--- src/rtl/fetch_sequencer_pkg.sv ---
`default_nettype none
// ============================================================================
// fetch_sequencer_pkg : opcodes, FSM states and instruction field positions
// Revision 1.0
// ============================================================================
package fetch_sequencer_pkg;

  localparam logic [3:0] JMP_OP  = 4'd9;
  localparam logic [3:0] CALL_OP = 4'd10;
  localparam logic [3:0] RET_OP  = 4'd11;
  localparam logic [3:0] HALT_OP = 4'd15;

  typedef enum logic [1:0] {
    S_IDLE  = 2'd0,
    S_FETCH = 2'd1,
    S_EXEC  = 2'd2,
    S_HALT  = 2'd3
  } state_t;

  localparam int OP_MSB  = 15;
  localparam int OP_LSB  = 12;
  localparam int OFF_MSB = 7;
  localparam int OFF_LSB = 0;

endpackage
`default_nettype wire

--- src/rtl/fetch_sequencer_return_stack.sv ---
`default_nettype none
// ============================================================================
// return_stack : LIFO of return addresses, DEPTH entries of W bits
// Revision 1.0
// ============================================================================
module return_stack #(
  parameter int DEPTH = 4,
  parameter int W     = 8
) (
  input  logic         clk,
  input  logic         rst,
  input  logic         push,
  input  logic         pop,
  input  logic [W-1:0] din,
  output logic [W-1:0] dout,
  output logic         full,
  output logic         empty
);

  localparam int CW = $clog2(DEPTH + 1);
  localparam int AW = (DEPTH > 1) ? $clog2(DEPTH) : 1;
  localparam logic [CW-1:0] FULL_CNT = CW'(DEPTH);

  logic [W-1:0]  mem [DEPTH];
  logic [CW-1:0] count;
  logic [CW-1:0] top;

  assign top   = count - CW'(1);
  assign full  = (count == FULL_CNT);
  assign empty = (count == '0);
  assign dout  = mem[top[AW-1:0]];

  always_ff @(posedge clk or negedge rst) begin
    if (!rst) begin
      count <= '0;
    end else if (push && !full) begin
      count <= count + CW'(1);
    end else if (pop && !empty) begin
      count <= count - CW'(1);
    end
  end

  // Storage needs no reset: only entries below count are ever read.
  always_ff @(posedge clk) begin
    if (push && !full) begin
      mem[count[AW-1:0]] <= din;
    end
  end

endmodule
`default_nettype wire

--- src/rtl/fetch_sequencer.sv ---
`default_nettype none
// ============================================================================
// fetch_sequencer : PC owner and fetch/execute sequencer for the instruction ROM
// Revision 1.0
// ============================================================================
module fetch_sequencer #(
  parameter int         PC_W        = 8,
  parameter int         STACK_DEPTH = 4,
  parameter logic [3:0] JMP_OP      = fetch_sequencer_pkg::JMP_OP,
  parameter logic [3:0] CALL_OP     = fetch_sequencer_pkg::CALL_OP,
  parameter logic [3:0] RET_OP      = fetch_sequencer_pkg::RET_OP,
  parameter logic [3:0] HALT_OP     = fetch_sequencer_pkg::HALT_OP
) (
  input  logic            clk,
  input  logic            rst,
  input  logic            start,
  input  logic            stall,
  input  logic [15:0]     gvn_instr,
  output logic [PC_W-1:0] PCout,
  output logic [PC_W-1:0] PC_out,
  output logic [3:0]      opcode,
  output logic            instr_valid,
  output logic            halted,
  output logic            stack_err
);
  import fetch_sequencer_pkg::*;

  state_t          state;
  logic [3:0]      op;
  logic [7:0]      off;
  logic [PC_W-1:0] pc_inc;
  logic [PC_W-1:0] jmp_tgt;
  logic [PC_W-1:0] ret_addr;
  logic            exec_go;
  logic            push;
  logic            pop;
  logic            full;
  logic            empty;
  logic            unused_bits;

  assign op          = gvn_instr[OP_MSB:OP_LSB];
  assign off         = gvn_instr[OFF_MSB:OFF_LSB];
  assign unused_bits = ^gvn_instr[11:8];
  assign pc_inc      = PCout + PC_W'(1);
  assign jmp_tgt     = PCout + PC_W'(off);
  assign exec_go     = (state == S_EXEC) && !stall;
  assign push        = exec_go && (op == CALL_OP) && !full;
  assign pop         = exec_go && (op == RET_OP) && !empty;

  return_stack #(
    .DEPTH (STACK_DEPTH),
    .W     (PC_W)
  ) u_stack (
    .clk   (clk),
    .rst   (rst),
    .push  (push),
    .pop   (pop),
    .din   (pc_inc),
    .dout  (ret_addr),
    .full  (full),
    .empty (empty)
  );

  always_ff @(posedge clk or negedge rst) begin
    if (!rst) begin
      state       <= S_IDLE;
      PCout       <= '0;
      PC_out      <= '0;
      opcode      <= '0;
      instr_valid <= 1'b0;
      halted      <= 1'b0;
      stack_err   <= 1'b0;
    end else begin
      case (state)
        S_IDLE: begin
          if (start) state <= S_FETCH;
        end
        S_FETCH: begin
          if (!stall) begin
            state       <= S_EXEC;
            instr_valid <= 1'b1;
          end
        end
        S_EXEC: begin
          if (!stall) begin
            instr_valid <= 1'b0;
            opcode      <= op;
            state       <= S_FETCH;
            // PC_out tracks PCout on every path so a jump opcode never exposes a stale target.
            case (op)
              JMP_OP: begin
                PCout  <= jmp_tgt;
                PC_out <= jmp_tgt;
              end
              CALL_OP: begin
                if (!full) begin
                  PCout  <= PC_W'(off);
                  PC_out <= PC_W'(off);
                end else begin
                  stack_err <= 1'b1;
                  PCout     <= pc_inc;
                  PC_out    <= pc_inc;
                end
              end
              RET_OP: begin
                if (!empty) begin
                  PCout  <= ret_addr;
                  PC_out <= ret_addr;
                end else begin
                  stack_err <= 1'b1;
                  PCout     <= pc_inc;
                  PC_out    <= pc_inc;
                end
              end
              HALT_OP: begin
                state  <= S_HALT;
                halted <= 1'b1;
              end
              default: begin
                PCout  <= pc_inc;
                PC_out <= pc_inc;
              end
            endcase
          end
        end
        S_HALT: begin
          halted <= 1'b1;
        end
        default: state <= S_IDLE;
      endcase
    end
  end

endmodule
`default_nettype wire

--- config.mk ---
export PLATFORM = sky130hd
export DESIGN_NAME = fetch_sequencer
export DESIGN_NICKNAME = d
export VERILOG_FILES = /design/src/rtl/fetch_sequencer_pkg.sv /design/src/rtl/fetch_sequencer_return_stack.sv /design/src/rtl/fetch_sequencer.sv
export SDC_FILE = /design/constraint.sdc
export NUM_CORES = 1
export LEC_CHECK = 0
export ABC_AREA = 0
export CAP_MARGIN = 40
export CORE_ASPECT_RATIO = 0.7
export CORE_MARGIN = 1
export CORE_UTILIZATION = 50
export CTS_CLUSTER_DIAMETER = 80
export DETAILED_ROUTE_END_ITERATION = 10
export GPL_TIMING_DRIVEN = 0
export HOLD_SLACK_MARGIN = 0.15
export PLACE_DENSITY = 0.75
export SKIP_LAST_GASP = 1
export SYNTH_ARGS = -nofsm -noshare
export SYNTH_HDL_FRONTEND = slang
export SYNTH_SLANG_ARGS = --single-unit
--- constraint.sdc ---
create_clock -name clk -period 2.45 [get_ports clk]
set_input_delay 0.735 -clock clk [delete_from_list [all_inputs] [get_ports clk]]
set_output_delay 0.735 -clock clk [all_outputs]
set_load 0.02 [all_outputs]
# Yosys cells after proc, flatten, opt, wreduce, memory -nomap -nowiden
# Memories as Yosys holds them, arrays and structs flattened.
# Cells that the tools add are included.
dict set report op_classes {
  n_addsub 4
  n_eq_ne 14
  n_mux 21
  bitwise 2
  n_reduce_logical 23
}
# cell count
set op_table {}
lappend op_table {{$pmux W8 S4} 1}
lappend op_table {{$eq A4 B4 Y1 const B} 4}
lappend op_table {{$mux W8} 2}
lappend op_table {{$ne A2 B2 Y1 const B} 5}
lappend op_table {{$reduce_and A3 Y1} 3}
lappend op_table {{$add A8 B1 Y8 const B} 1}
lappend op_table {{$add A8 B8 Y8} 1}
lappend op_table {{$mux W1} 8}
lappend op_table {{$mux W2} 4}
lappend op_table {{$reduce_bool A2 Y1} 4}
lappend op_table {{$logic_and A1 B1 Y1} 7}
lappend op_table {{$mux W3} 2}
lappend op_table {{$pmux W1 S2} 3}
lappend op_table {{$pmux W2 S3} 1}
lappend op_table {{$reduce_and A5 Y1} 1}
lappend op_table {{$eq A2 B2 Y1 const B} 2}
lappend op_table {{$reduce_and A4 Y1} 1}
lappend op_table {{$add A3 B1 Y3 const B} 1}
lappend op_table {{$eq A3 B3 Y1 const B} 1}
lappend op_table {{$logic_not A1 Y1} 3}
lappend op_table {{$logic_not A3 Y1} 1}
lappend op_table {{$reduce_bool A3 Y1} 1}
lappend op_table {{$sub A3 B1 Y3 const B} 1}
lappend op_table {{$eq A2 B1 Y1 const B} 1}
lappend op_table {{other kinds (4)} 5}
dict set report totals {
  regBits 20
  ramBits 32
  inputBits 20
  wordCells 72
  mem_count 1
}
# memory words word_bits rd rd_clocked_by_memory_dff write_ports line_no
set mem_list {}
lappend mem_list {u_stack.mem 4 8 1 0 1 fetch_sequencer_return_stack.sv:24} ;# logic [W-1:0] mem [DEPTH];

# Logic depth before layout (Yosys ltp)
# Gate-level depths: netlist of the first run.
dict set report depth {
  ltp_word 7
  depth_mapped 10
  mapped_depth_nobuf 7
}

# Cells and area by module
# Synthesis of the first run repeated with hierarchy kept, for this count alone.
dict set report unflattened {
  cells_unflattened 245
  hier_area_um2 2925.3
}
# module instances cells_each area_per_inst_um2
set by_module_without_submodules {}
lappend by_module_without_submodules {fetch_sequencer 1 172 1475.2}
lappend by_module_without_submodules {return_stack 1 73 1450.1}

# Least setup slack after synthesis of the first run
# No wires, ideal clock.
dict set report synth_path {
  path_type {input -> register}
  start {in gvn_instr[0]}
  end {reg PC_out[6]}
  t_arrival_ns 2.041
  slack_ns 0.273
  stages 7
  path_cell_list {ha_1 -> fa_1 -> a211oi_1 -> o21ai_0 -> a21oi_1 -> nand3b_1 -> a31oi_1}
}
dict set report synth_via {
  elab_chain_len 2
}
# item line_no
set synth_rtl {}
lappend synth_rtl {{start: declaration} fetch_sequencer.sv:18} ;# input logic [15:0] gvn_instr,
lappend synth_rtl {{$add A8 B8 Y8} fetch_sequencer.sv:45} ;# assign jmp_tgt = PCout + PC_W'(off);
lappend synth_rtl {{$pmux W8 S4} fetch_sequencer.sv:90} ;# case (op)
lappend synth_rtl {{end signal: assignment} fetch_sequencer.sv:93} ;# PC_out <= jmp_tgt;
lappend synth_rtl {{end signal: assignment} fetch_sequencer.sv:98} ;# PC_out <= PC_W'(off);
lappend synth_rtl {{end signal: assignment} fetch_sequencer.sv:102} ;# PC_out <= pc_inc;
lappend synth_rtl {{end: declaration} fetch_sequencer.sv:20} ;# output logic [PC_W-1:0] PC_out,
# No other way between the ends.
# A chain may end at the register's enable or synchronous reset.

# Worst setup path after layout of the first run
dict set report layout_path {
  start {in gvn_instr[1]}
  end {reg PC_out[5]}
}
# Same word-level chain as after synthesis.

==> impl_metrics.env, run 1 <==
export IMPL_use_met2=0.291
export IMPL_comb_power_share=0.507
export IMPL_boundaryPins=43
export IMPL_grt_use_total=0.205
export IMPL_syn_num_nets=275
export IMPL_netlist_instances=236
export IMPL_cts_tree="yes"
export IMPL_synthArstFlopShare=0.385
export IMPL_wire_per_inst_um=16.0
export IMPL_clock_path_buffers=2
export IMPL_area_growth_pct=21.2
export IMPL_yosysWarnings=0
export IMPL_slew_violations=0
export IMPL_drcViolationCount=0
export IMPL_synth_edf_count=32
export IMPL_drive_above_1_share=0.131
export IMPL_timing_final_crit_share=0.975
export IMPL_synth_cell_area_sq_um=2860
export IMPL_start_kind="input pin"
export IMPL_critPathLaunch="gvn_instr[1]"
export IMPL_p_seq_frac=0.362
export IMPL_die_y_um=65.3
export IMPL_path_cells="clkdlybuf4s50_1, ha_1, a211o_1, o211ai_1, a21oi_1, mux2_2, a31oi_1"
export IMPL_drt_pass1_iterations=5
export IMPL_met1_usage=0.325
export IMPL_swShare=0.391
export IMPL_rr_worst_depth=7
export IMPL_p_int_mw=2.34
export IMPL_cp_end_kind="register"
export IMPL_reg2reg_to="PC_out[7]"
export IMPL_worstMarginPinSlew_ns=0.508
export IMPL_timing_hold_ws_ns=0.481
export IMPL_min_period_ns=2.39
export IMPL_cp_arrival_ns=2.62
export IMPL_place_detailed_hpwl_um=4270
export IMPL_power_density_nw_per_um2=1100
export IMPL_dieArea_sq_um=6040
export IMPL_rrSetupSlack_ns=0.18
export IMPL_clock_tree_root_cell="clkbuf_8"
export IMPL_ant_nets=0
export IMPL_status="completed"
export IMPL_synth_cell_types=51
export IMPL_gp_congestion=0.862
export IMPL_max_cap_violations=0
export IMPL_n_antenna_cell=0
export IMPL_critPathKind="in -> reg"
export IMPL_postLayoutCoreUtil=0.646
export IMPL_totalPowerFinal_mw=3.83
export IMPL_slowest_delay_ns=0.49
export IMPL_ys_flop_type="edfxtp_1"
export IMPL_postLayoutSetupSlackWorst_ns=0.0608
export IMPL_leakagePower_nw=1.38
export IMPL_fmax_mhz=419
export IMPL_drtIter0Drc=109
export IMPL_cts_max_level=2
export IMPL_reg2reg_from="u_stack.count[0]"
export IMPL_met3_usage=0.0370
export IMPL_initial_core_util=0.533
export IMPL_syn_area_per_cell_sq_um=12.1
export IMPL_synth_seq_cells=52
export IMPL_nets=320
export IMPL_cts_sinks=52
export IMPL_vdd_drop_max_uv=501
export IMPL_worstPathMaxFanout=3
export IMPL_detailedPlace_worstSlack_ns=-0.535
export IMPL_grt_pass1_vias=1869
export IMPL_coreArea_sq_um=5370
export IMPL_switchingPower_mw=1.50
export IMPL_slew_headroom=0.659
export IMPL_p_clk_frac=0.132
export IMPL_skew_ns=0.0107
export IMPL_via_per_inst=5.62
export IMPL_setup_tns_ns=0
export IMPL_grt_overflow=0
export IMPL_io_buffers=38
export IMPL_num_vias=1988
export IMPL_antenna_found_initial=0
export IMPL_die_w_um=92.4
export IMPL_required_ns=2.68
export IMPL_crit_end="PC_out[5]"
export IMPL_clock_latency_ns=0.31
export IMPL_hold_violations=0
export IMPL_grt_max_degree=19
export IMPL_cts_clk_slew_worst_paths_ns=0.10
export IMPL_wl_um=5670
export IMPL_hold_path_class="reg -> reg"
export IMPL_top_usage_layer="met1"
export IMPL_grt_pass1_wl_um=9380
export IMPL_cpMaxStageDelayCell="clkdlybuf4s50_1"
export IMPL_fp_row_count=22
export IMPL_synth_seq_area_share=0.510
export IMPL_rsz0062_at_grt="yes"
export IMPL_tritoncts_num_buffers=5
export IMPL_setup_violations_final=0
[registers in the layout, summed over array words and instances, names as in the netlist]
register and count:
u_stack.mem 32, PC_out 8, opcode 4, u_stack.count 3
state 2, halted 1, instr_valid 1, stack_err 1
[cell usage after synthesis, types with 4 or more instances]
cell / n / area share
nand3_1: 6 / 0.010
edfxtp_1: 32 / 0.34
buf_4: 10 / 0.026
nor2_1: 19 / 0.025
dfrtp_1: 20 / 0.17
ha_1: 18 / 0.079
a22oi_1: 4 / 0.010
inv_1: 7 / 0.0092
nand2_1: 22 / 0.029
a21oi_1: 11 / 0.019
xor2_1: 5 / 0.015
a31oi_1: 6 / 0.013
mux4_1: 7 / 0.064
o21ai_0: 5 / 0.0087
xnor2_1: 6 / 0.018
o211ai_1: 4 / 0.010
and3_1: 7 / 0.015
[how the worst min path moves through the flow]
| stage | start | endpoint | slack, ns | cells past startpoint |
|---|---|---|---|---|
| 5_1_grt | stack_err | stack_err | 0.50 | 1 |
| 3_5_place_dp | stack_err | stack_err | 0.47 | 1 |
| 4_1_cts | stack_err | stack_err | 0.49 | 1 |
| 6_report | stack_err | stack_err | 0.48 | 1 |
| 3_3_place_gp | opcode[0] | opcode[0] | 0.46 | 2 |
| 2_1_floorplan | rst | PC_out[0] | 0.44 | 0 |
[cell families (layout without fill, tap and decap cells)]
group,Yosys count,in the layout,synth area share
xor+xnor,11,11,0.0337
fa+ha+maj,19,19,0.0857
mux,9,9,0.0760
compound gates,51,51,0.128
buf+inv,25,71,0.0498
flops,52,52,0.510
simple gates,69,69,0.116
[worst max-delay path, delay by kind of cell]
family / cells / cell delay, ns
AOI/OAI and AO/OA: 4 / 0.76
buffers and inverters: 1 / 0.49
adders and majority gates: 1 / 0.34
muxes: 1 / 0.29
[layout make-up]
cell class / instances / area, sq um
Sequential cell: 52 / 1460
Clock buffer: 5 / 68.8
Multi-Input combinational cell: 159 / 1290
Inverter: 7 / 26.3
Timing Repair Buffer: 39 / 395
Fill cell: 438 / 1900
Buffer: 17 / 113
Tap cell: 72 / 90.1
Clock inverter: 3 / 25.0
[cells in the final DEF, fill, tap and decap left out, types with 3 or more instances in the layout]
cell type and count:
nand2_1 22, buf_4 10, clkbuf_8 5, nor2_1 19, xnor2_1 6, ha_1 18
a22oi_1 4, xor2_1 5, a221oi_1 3, o211ai_1 4, and3_4 4, dfrtp_1 20
a211o_1 3, nand3_1 6, edfxtp_1 32, clkdlybuf4s50_1 38, mux4_1 7, inv_1 7
and3_1 3, o21ai_0 5, a31oi_1 6, a21oi_1 11
[power by group through the flow]
stage               registers [mW]  logic [mW]  clock network [mW]
finish                        1.39        1.94               0.506
global route                  1.42        2.14               0.553
CTS                           1.38        1.93               0.524
detailed placement            1.40        1.91                   0
global placement              1.39        1.87                   0
floorplan                     1.50        1.14                   0
[stage by stage]
step | cells | instance area, sq um
floorplan | 236 | 2860
global placement | 346 | 3330
detailed placement | 347 | 3350
CTS | 354 | 3450
global route | 354 | 3470
finish | 354 | 3470
[per-layer routing]
metal / routed length, um / share of wire / vias up
li1: - / - / 973
met1: 2970 / 0.52 / 943
met2: 2280 / 0.40 / 68
met3: 380 / 0.067 / 4
met4: 40 / 0.0071 / 0
met5: 0 / 0 / -
[what timing repair did]
action | 4_1_cts | 5_1_grt
buffers inserted | 0 | 0
endpoints found under the setup margin | 34 | 34
resized for setup | 6 | 6
hold buffers | 0 | 0
No activity file was read; power rests on OpenSTA's default activity.
==> run 2, diff against run 1 <==
--- a/config.mk
+++ b/config.mk
@@ -6,7 +6,7 @@
 export NUM_CORES = 1
 export LEC_CHECK = 0
 export ABC_AREA = 0
-export CAP_MARGIN = 40
+export ABC_CLOCK_PERIOD_IN_PS = 2450
 export CORE_ASPECT_RATIO = 0.7
 export CORE_MARGIN = 1
 export CORE_UTILIZATION = 50
==> impl_metrics.env, run 2 (synthesis gave the netlist of run 1 again) <==
export IMPL_via_per_inst=5.53
export IMPL_drcViolationCount=0
export IMPL_largest_reg_flops=32
export IMPL_hold_path_class="reg -> reg"
export IMPL_cp_arrival_ns=2.60
export IMPL_clock_tree_root_cell="clkbuf_8"
export IMPL_cts_hold_fix_buffers=0
export IMPL_postLayoutSetupSlackWorst_ns=0.0851
export IMPL_clock_path_buffers=2
export IMPL_dieArea_sq_um=6040
export IMPL_setup_violations_final=0
export IMPL_detailedPlace_worstSlack_ns=-0.530
export IMPL_cts_max_level=2
export IMPL_start_kind="input pin"
export IMPL_die_y_um=65.3
export IMPL_slew_violations=0
export IMPL_max_cap_violations=0
export IMPL_wl_um=5720
export IMPL_fp_row_count=22
export IMPL_totalPowerFinal_mw=3.83
export IMPL_place_area_sq_um=3330
export IMPL_comb_power_share=0.506
export IMPL_fmax_mhz=423
export IMPL_dp_cells=346
export IMPL_io_buffers=38
export IMPL_leakagePower_nw=1.39
export IMPL_initial_core_util=0.533
export IMPL_grt_overflow=0
export IMPL_cts_sinks=52
export IMPL_nets=319
export IMPL_skew_ns=0.0126
export IMPL_final_common_cell="clkdlybuf4s50_1"
export IMPL_drive_above_1_share=0.128
export IMPL_tritoncts_num_buffers=5
export IMPL_status="completed"
export IMPL_clock_latency_ns=0.31
export IMPL_wire_per_inst_um=16.2
export IMPL_area_growth_pct=20.3
export IMPL_swShare=0.391
export IMPL_n_fill_cell=440
export IMPL_die_w_um=92.4
export IMPL_grt_pass1_vias=1875
export IMPL_num_vias=1952
export IMPL_cp_end_kind="register"
export IMPL_cts_tree="yes"
export IMPL_switchingPower_mw=1.50
export IMPL_multiInputGateArea_sq_um=1270
export IMPL_vdd_drop_max_uv=501
export IMPL_layout_common_cells="clkdlybuf4s50_1, edfxtp_1, nand2_1, dfrtp_1, nor2_1"
export IMPL_coreArea_sq_um=5370
export IMPL_postCtsSetupRepairBufs=0
export IMPL_rsz0062_at_grt="yes"
export IMPL_worstMarginPinSlew_ns=0.924
export IMPL_grt_max_degree=21
export IMPL_cts_clk_slew_worst_paths_ns=0.11
export IMPL_slew_headroom=0.382
export IMPL_p_clk_frac=0.133
export IMPL_boundaryPins=43
export IMPL_p_seq_frac=0.361
export IMPL_n_antenna_cell=0
export IMPL_hold_violations=0
export IMPL_power_density_nw_per_um2=1110
export IMPL_grt_use_total=0.211
export IMPL_p_int_mw=2.33
export IMPL_seq_area_sq_um=1460
export IMPL_gp_congestion=0.862
export IMPL_ant_nets=0
export IMPL_drtIter0Drc=101
export IMPL_drt_pass1_iterations=4
export IMPL_antenna_found_initial=0
export IMPL_required_ns=2.69
export IMPL_fin_cells=353
export IMPL_final_area_sq_um=3440
export IMPL_critPathKind="in -> reg"
export IMPL_min_period_ns=2.36
export IMPL_timing_final_crit_share=0.965
export IMPL_worstPathMaxFanout=3
export IMPL_grt_pass1_wl_um=9490
export IMPL_place_detailed_hpwl_um=4290
[run 2: cell types whose count changed in the layout (fill, tap and decap cells not counted), sizes merged]
cell,before,now
buf,15,14
inv,9,8
clkinvlp,1,2
clkdlybuf4s50,38,37
dlymetal6s2s,0,1
[run 2: layer usage]
| layer | global-route usage | vias up | part of all wire |
|---|---|---|---|
| met5 | 0 | - | 0 |
| met4 | 0.0664 | 0 | 0.012 |
| met3 | 0.0382 | 7 | 0.063 |
| met2 | 0.300 | 55 | 0.41 |
| met1 | 0.327 | 924 | 0.52 |
| li1 | - | 966 | - |
[run 2: critical path: stages]
cell and delay [ns]:
clkdlybuf4s50_1 0.49, ha_1 0.34, a211o_1 0.29, o211ai_1 0.17, a21oi_1 0.12, mux2_2 0.28, a31oi_1 0.18
[run 2: power by group through the flow]
| stage | clock network, mW | registers, mW | logic (mW) |
|---|---|---|---|
| 5_1_grt | 0.555 | 1.42 | 2.14 |
| 6_report | 0.509 | 1.38 | 1.94 |
| 2_1_floorplan | 0 | 1.50 | 1.14 |
| 3_5_place_dp | 0 | 1.40 | 1.91 |
| 3_3_place_gp | 0 | 1.39 | 1.87 |
| 4_1_cts | 0.523 | 1.39 | 1.92 |
[run 2: final cells by class]
cell class,count,share of cell area
multi-input cells,159,0.370
flip-flops and latches,52,0.424
repair buffers,38,0.111
clock buffers,5,0.0200
inverters,7,0.00763
plain buffers,17,0.0331
well taps,72,0.0262
clock inverters,3,0.00763
[run 2: through the flow]
| step | hold slack (ns) | setup TNS [ns] | utilization |
|---|---|---|---|
| 2_1_floorplan | 0.439 | 0 | - |
| 3_3_place_gp | 0.460 | -17.72 | 0.621 |
| 3_5_place_dp | 0.468 | -18.09 | 0.621 |
| 4_1_cts | 0.490 | 0 | 0.640 |
| 5_1_grt | 0.511 | -0.0196 | 0.642 |
| 6_report | 0.487 | 0 | 0.642 |
[run 2: what timing repair did]
item                                    4_1_cts  5_1_grt
resized for setup                             5        6
cloned                                        0        0
endpoints found under the setup margin       32       35
[run 2: final timing paths]
check,end,cells past startpoint,start,slack (ns)
min in group asynchronous,opcode[0],1,rst,0.93
max in group asynchronous,PC_out[4],1,rst,0.95
setup / recovery,PC_out[5],7,gvn_instr[1],0.09
hold / removal,opcode[1],2,opcode[1],0.49
hold reg to reg,opcode[1],2,opcode[1],0.49
setup reg to reg,u_stack.mem[0][7],8,u_stack.count[0],0.14
